**src/rtl/pipeline_ctrl.sv**
```systemverilog
// Pipeline hazard/stall controller: load-use bubbles, branch/jal redirect flushes
// and data-memory wait handling with a sticky timeout error.
module pipeline_ctrl #(
  parameter int unsigned MEM_TIMEOUT = 64
) (
  input  logic        clk,
  input  logic        reset,
  input  logic        IDEX_MemRead,
  input  logic [4:0]  IDEX_RD,
  input  logic [4:0]  IFID_RS1,
  input  logic [4:0]  IFID_RS2,
  input  logic        EXMEM_Branch,
  input  logic        EXMEM_Zero,
  input  logic        EXMEM_Jal,
  input  logic        EXMEM_MemRead,
  input  logic        EXMEM_MemWrite,
  input  logic        dmem_ready,
  output logic        PC_write,
  output logic        IFID_write,
  output logic        IDEX_write,
  output logic        EXMEM_write,
  output logic        IFID_flush,
  output logic        IDEX_flush,
  output logic        EXMEM_flush,
  output logic        PC_redirect,
  output logic        dmem_req,
  output logic        mem_err,
  output logic [15:0] stall_count
);

  typedef enum logic [1:0] {S_IDLE, S_MEM_WAIT, S_ERROR} state_t;

  localparam logic [7:0] TIMEOUT = MEM_TIMEOUT[7:0];

  state_t      state_q;
  logic [7:0]  wait_cnt_q;
  logic        mem_err_q;
  logic [15:0] stall_cnt_q;

  logic mem_op, taken, hazard, freeze, bubble;

  always_comb begin
    mem_op = EXMEM_MemRead | EXMEM_MemWrite;
    taken  = (EXMEM_Branch & EXMEM_Zero) | EXMEM_Jal;
    hazard = IDEX_MemRead & (IDEX_RD != 5'd0) &
             ((IDEX_RD == IFID_RS1) | (IDEX_RD == IFID_RS2));

    dmem_req = 1'b0;
    freeze   = 1'b0;
    case (state_q)
      S_IDLE: begin
        dmem_req = mem_op;
        freeze   = mem_op & ~dmem_ready;
      end
      S_MEM_WAIT: begin
        dmem_req = 1'b1;
        freeze   = 1'b1;
      end
      S_ERROR: begin
        dmem_req = 1'b0;
        freeze   = 1'b1;
      end
      default: begin
        dmem_req = 1'b0;
        freeze   = 1'b1;
      end
    endcase

    bubble = hazard & ~taken & ~freeze;

    PC_write    = 1'b1;
    IFID_write  = 1'b1;
    IDEX_write  = 1'b1;
    EXMEM_write = 1'b1;
    IFID_flush  = 1'b0;
    IDEX_flush  = 1'b0;
    EXMEM_flush = 1'b0;
    PC_redirect = 1'b0;

    // Priority freeze > taken > hazard; a held redirect fires once freeze drops.
    if (freeze) begin
      PC_write    = 1'b0;
      IFID_write  = 1'b0;
      IDEX_write  = 1'b0;
      EXMEM_write = 1'b0;
    end else if (taken) begin
      PC_redirect = 1'b1;
      IFID_flush  = 1'b1;
      IDEX_flush  = 1'b1;
      EXMEM_flush = 1'b1;
    end else if (hazard) begin
      PC_write   = 1'b0;
      IFID_write = 1'b0;
      IDEX_flush = 1'b1;
    end
  end

  always_ff @(posedge clk or posedge reset) begin
    if (reset) begin
      state_q     <= S_IDLE;
      wait_cnt_q  <= '0;
      mem_err_q   <= 1'b0;
      stall_cnt_q <= '0;
    end else begin
      if ((freeze | bubble) && (stall_cnt_q != '1))
        stall_cnt_q <= stall_cnt_q + 16'd1;

      case (state_q)
        S_IDLE: begin
          if (mem_op && !dmem_ready) begin
            state_q    <= S_MEM_WAIT;
            wait_cnt_q <= '0;
          end
        end
        S_MEM_WAIT: begin
          if (dmem_ready) begin
            state_q <= S_IDLE;
          end else if (wait_cnt_q + 8'd1 == TIMEOUT) begin
            state_q   <= S_ERROR;
            mem_err_q <= 1'b1;
          end else begin
            wait_cnt_q <= wait_cnt_q + 8'd1;
          end
        end
        S_ERROR: state_q <= S_ERROR;
        default: state_q <= S_IDLE;
      endcase
    end
  end

  assign mem_err     = mem_err_q;
  assign stall_count = stall_cnt_q;

endmodule

```
**config.mk**
```make
export PLATFORM = sky130hd
export DESIGN_NAME = pipeline_ctrl
export DESIGN_NICKNAME = d
export VERILOG_FILES = /design/src/rtl/pipeline_ctrl.sv
export SDC_FILE = /design/constraint.sdc
export NUM_CORES = 1
export LEC_CHECK = 0
export CAP_MARGIN = 20
export CORE_AREA = 2 2 49 85
export CTS_CLUSTER_DIAMETER = 30
export DETAILED_ROUTE_END_ITERATION = 6
export DIE_AREA = 0 0 51 87
export GPL_ROUTABILITY_DRIVEN = 0
export GPL_TIMING_DRIVEN = 0
export PLACE_DENSITY = 0.74
export REMOVE_ABC_BUFFERS = 1
export SKIP_LAST_GASP = 1
export SLEW_MARGIN = 20
export SYNTH_ARGS = -nofsm -noshare
export SYNTH_HDL_FRONTEND = slang
export SYNTH_SLANG_ARGS = --single-unit
```
**constraint.sdc**
```tcl
create_clock -name clk -period 5.1 [get_ports clk]
set_clock_uncertainty 0.05 [all_clocks]
set_input_delay 0.51 -clock clk [delete_from_list [all_inputs] [get_ports clk]]
set_output_delay 0.51 -clock clk [all_outputs]
set_load 0.05 [all_outputs]
```
==> key figures <==
Run status
  – Status: finished, final reports clean

Route
  – ANT nets after route: 0
  – Drt total wl: 3390 um
  – WL/cell: 13.35 um
  – Iter 0 DRT Violations: 27
  – Residual DRC: 0
  – Initial DRT Pass Iterations: 4
  – Drt via density: 5.181
  – Via count: 1316

Synthesis
  – Number of flops mapped to enable cells by yosys: 0
  – Dominant synthesized flop cell: dfrtp_1
  – Asr flop ratio synth: 100.0%
  – Mapped Avg Cell Area: 10.02 um^2
  – #FFs+latches synth: 27
  – Yosys cell types: 39
  – Post-synthesis sequential area ratio: 41.63%
  – Synthesized area: 1623 um^2
  – Cells after synthesis: 162
  – Synth Warn #: 0

Clocking
  – Clock-pin slew on the worst setup and hold paths: 0.09 ns
  – TritonCTS clock tree: yes
  – CTS buffer count: 3
  – Cts repair resizes: 0
  – Clk_lat worst skew: 0.27 ns
  – CTS Sinks: 27
  – Max H-tree Level: 1
  – CTS Buffer Depth: 2
  – Hold buffer count at cts: 0
  – Root buf cell: clkbuf_8
  – Setup bufs post-CTS: 0

Layout
  – Antenna diodes: 0
  – Area Growth Syn to Fin: 32.85%
  – Final instance area: 2156 um^2
  – Final nets: 234
  – Fraction of layout cells with a size suffix above 1: 7.767%

Global routing
  – Total GRT Usage: 16.76%
  – Largest net degree at the start of global routing: 28
  – Vias in the first global route: 1359
  – Overflow after GRT: 0
  – Initial antenna violation count: 0
  – First-pass GRT wire length: 5858 um

STA
  – Final Critical Period: 3.322 ns
  – Fmax: 0.3010 GHz
  – Fin Hold WS: 0.4195 ns
  – Final hold vios: 0
  – # setup viols final: 0
  – Final max-slew violation count: 0
  – Slew @ Worst Pin: 0.9311 ns
  – Slew headroom: 37.55%
  – Setup TNS: 0 ns
  – Fin crit share: 65.14%
  – RSZ-0062 raised after global routing: false

Worst setup path
  – Critical path class: primary input to primary output
  – Reg2Reg Launch Point: stall_count[0]
  – CP Launch Type: primary input
  – CP required: 4.54 ns
  – CP max FO: 3
  – Critical path origin: IDEX_RD[1]
  – Worst reg-to-reg path cell count: 6
  – Reg-to-reg slack, setup: 2.81 ns
  – Worst R2R End: stall_count[1]
  – CP endpoint: IFID_write
  – CP Capture Type: primary output
  – Worst EP arrival: 2.76 ns

Power
  – Worst vdd ir: 0.0002626 V
  – Internal power: 0.4140 mW
  – Switching Power: 0.2807 mW
  – Net Sw Frac: 40.40%
  – Lkg Pwr: 0.8988 nW
  – Sequential power share: 40.8%
  – Total power: 0.6947 mW
  – Comb pwr share: 41.1%
  – Clock Power Share: 18.1%
  – Power Density: 322.2 nW/um^2

Floorplan
  – IO Pins: 50
  – Height of the die: 87 um
  – Core area: 3791 um^2
  – Die Wd: 51 um
  – Initial Util: 42.81%
  – Die footprint: 4437 um^2
  – # rows: 30

Placed design
  – Hpwl dp: 2583 um
  – Post-DP Area: 2106 um^2
  – Port Buf Inserts: 49

Hold path
  – Hold path depth: 1
  – Path type of the worst min-delay path: register to register

Flow run
  – Max Cap Violations: 0
==> cell type report <==
type / instances / area [um^2]
tap: 48 / 60.06
multi-input combinational: 120 / 857.1
clock buffer: 3 / 41.29
fill: 344 / 1635
timing repair buffer: 49 / 490.5
inverter: 6 / 22.52
sequential: 27 / 675.6
clock inverter: 1 / 8.758
==> power by group through the flow <==
stage	logic (mW)	clock network, mW	registers, mW
CTS	0.288	0.132	0.283
detailed placement	0.287	0	0.287
floorplan	0.0971	0	0.373
global placement	0.284	0	0.286
finish	0.286	0.126	0.283
global route	0.305	0.140	0.289
==> flip-flops by register name, summed over array words and instances, names as in the netlist <==
register,count
mem_err,1
wait_cnt_q,8
stall_count,16
state_q,2
==> cells by family after synthesis <==
logic type	count (synthesis)	share of synthesized area [%]
AOI/OAI and AO/OA	23	11.64
xor gates and xnor gates	31	16.73
DFF	27	41.63
buffers and inverters	15	5.551
and+or+nand+nor	60	20.12
muxes	3	2.005
adders and majority gates	3	2.313
==> layer usage <==
metal  routed length, um  up-vias  global-route usage (%)
li1                    -      654                       -
met1                1340      621                   19.27
met2                1806       33                   29.63
met3                 161        8                   2.234
met4                  81        0                   8.354
met5                   0        -                       0
==> Yosys cell counts, types with 5 or more instances <==
master,n,share of area (%)
xnor2_1,18,9.7
o21ai_0,5,1.5
inv_1,6,1.4
nand3_1,9,2.8
nand4_1,6,2.3
xor2_1,13,7.0
dfrtp_1,27,42
nor2_1,16,3.7
nand2_1,9,2.1
==> through the flow <==
stage,util (%),setup slack [ns],instances
detailed placement,55.54,1.778,250
CTS,56.86,1.770,254
global route,56.86,1.630,254
floorplan,-,1.842,153
finish,56.86,1.778,254
global placement,55.54,1.792,250
==> critical path, cell delays in order <==
cell	delay, ns
clkdlybuf4s50_1	0.48
or4_4	0.57
o211ai_2	0.17
nor2_1	0.07
nor2_1	0.14
clkdlybuf4s50_1	0.82
==> layout by cell type (no fill, tap or decap), types with 2 or more instances in the layout <==
cell type	count
o21ai_0	5
clkdlybuf4s50_1	49
a22o_2	2
nor2_1	16
ha_1	3
xor2_1	13
nand4_1	6
nand2_1	9
nor3_1	4
inv_1	5
dfrtp_1	27
o2bb2ai_1	2
and3_1	4
mux2_2	2
a22o_1	4
clkbuf_8	3
a31oi_1	2
or3_1	2
and4_1	2
xnor2_1	18
nand3_1	9
==> worst min path at each step <==
stage	start	endpoint	slack, ns
after floorplan	wait_cnt_q[7]	wait_cnt_q[7]	0.42
after global placement	mem_err	mem_err	0.40
after detailed placement	mem_err	mem_err	0.40
after CTS	mem_err	mem_err	0.43
after global routing	mem_err	mem_err	0.44
final	mem_err	mem_err	0.42
Power figures use the tool's default switching activity.
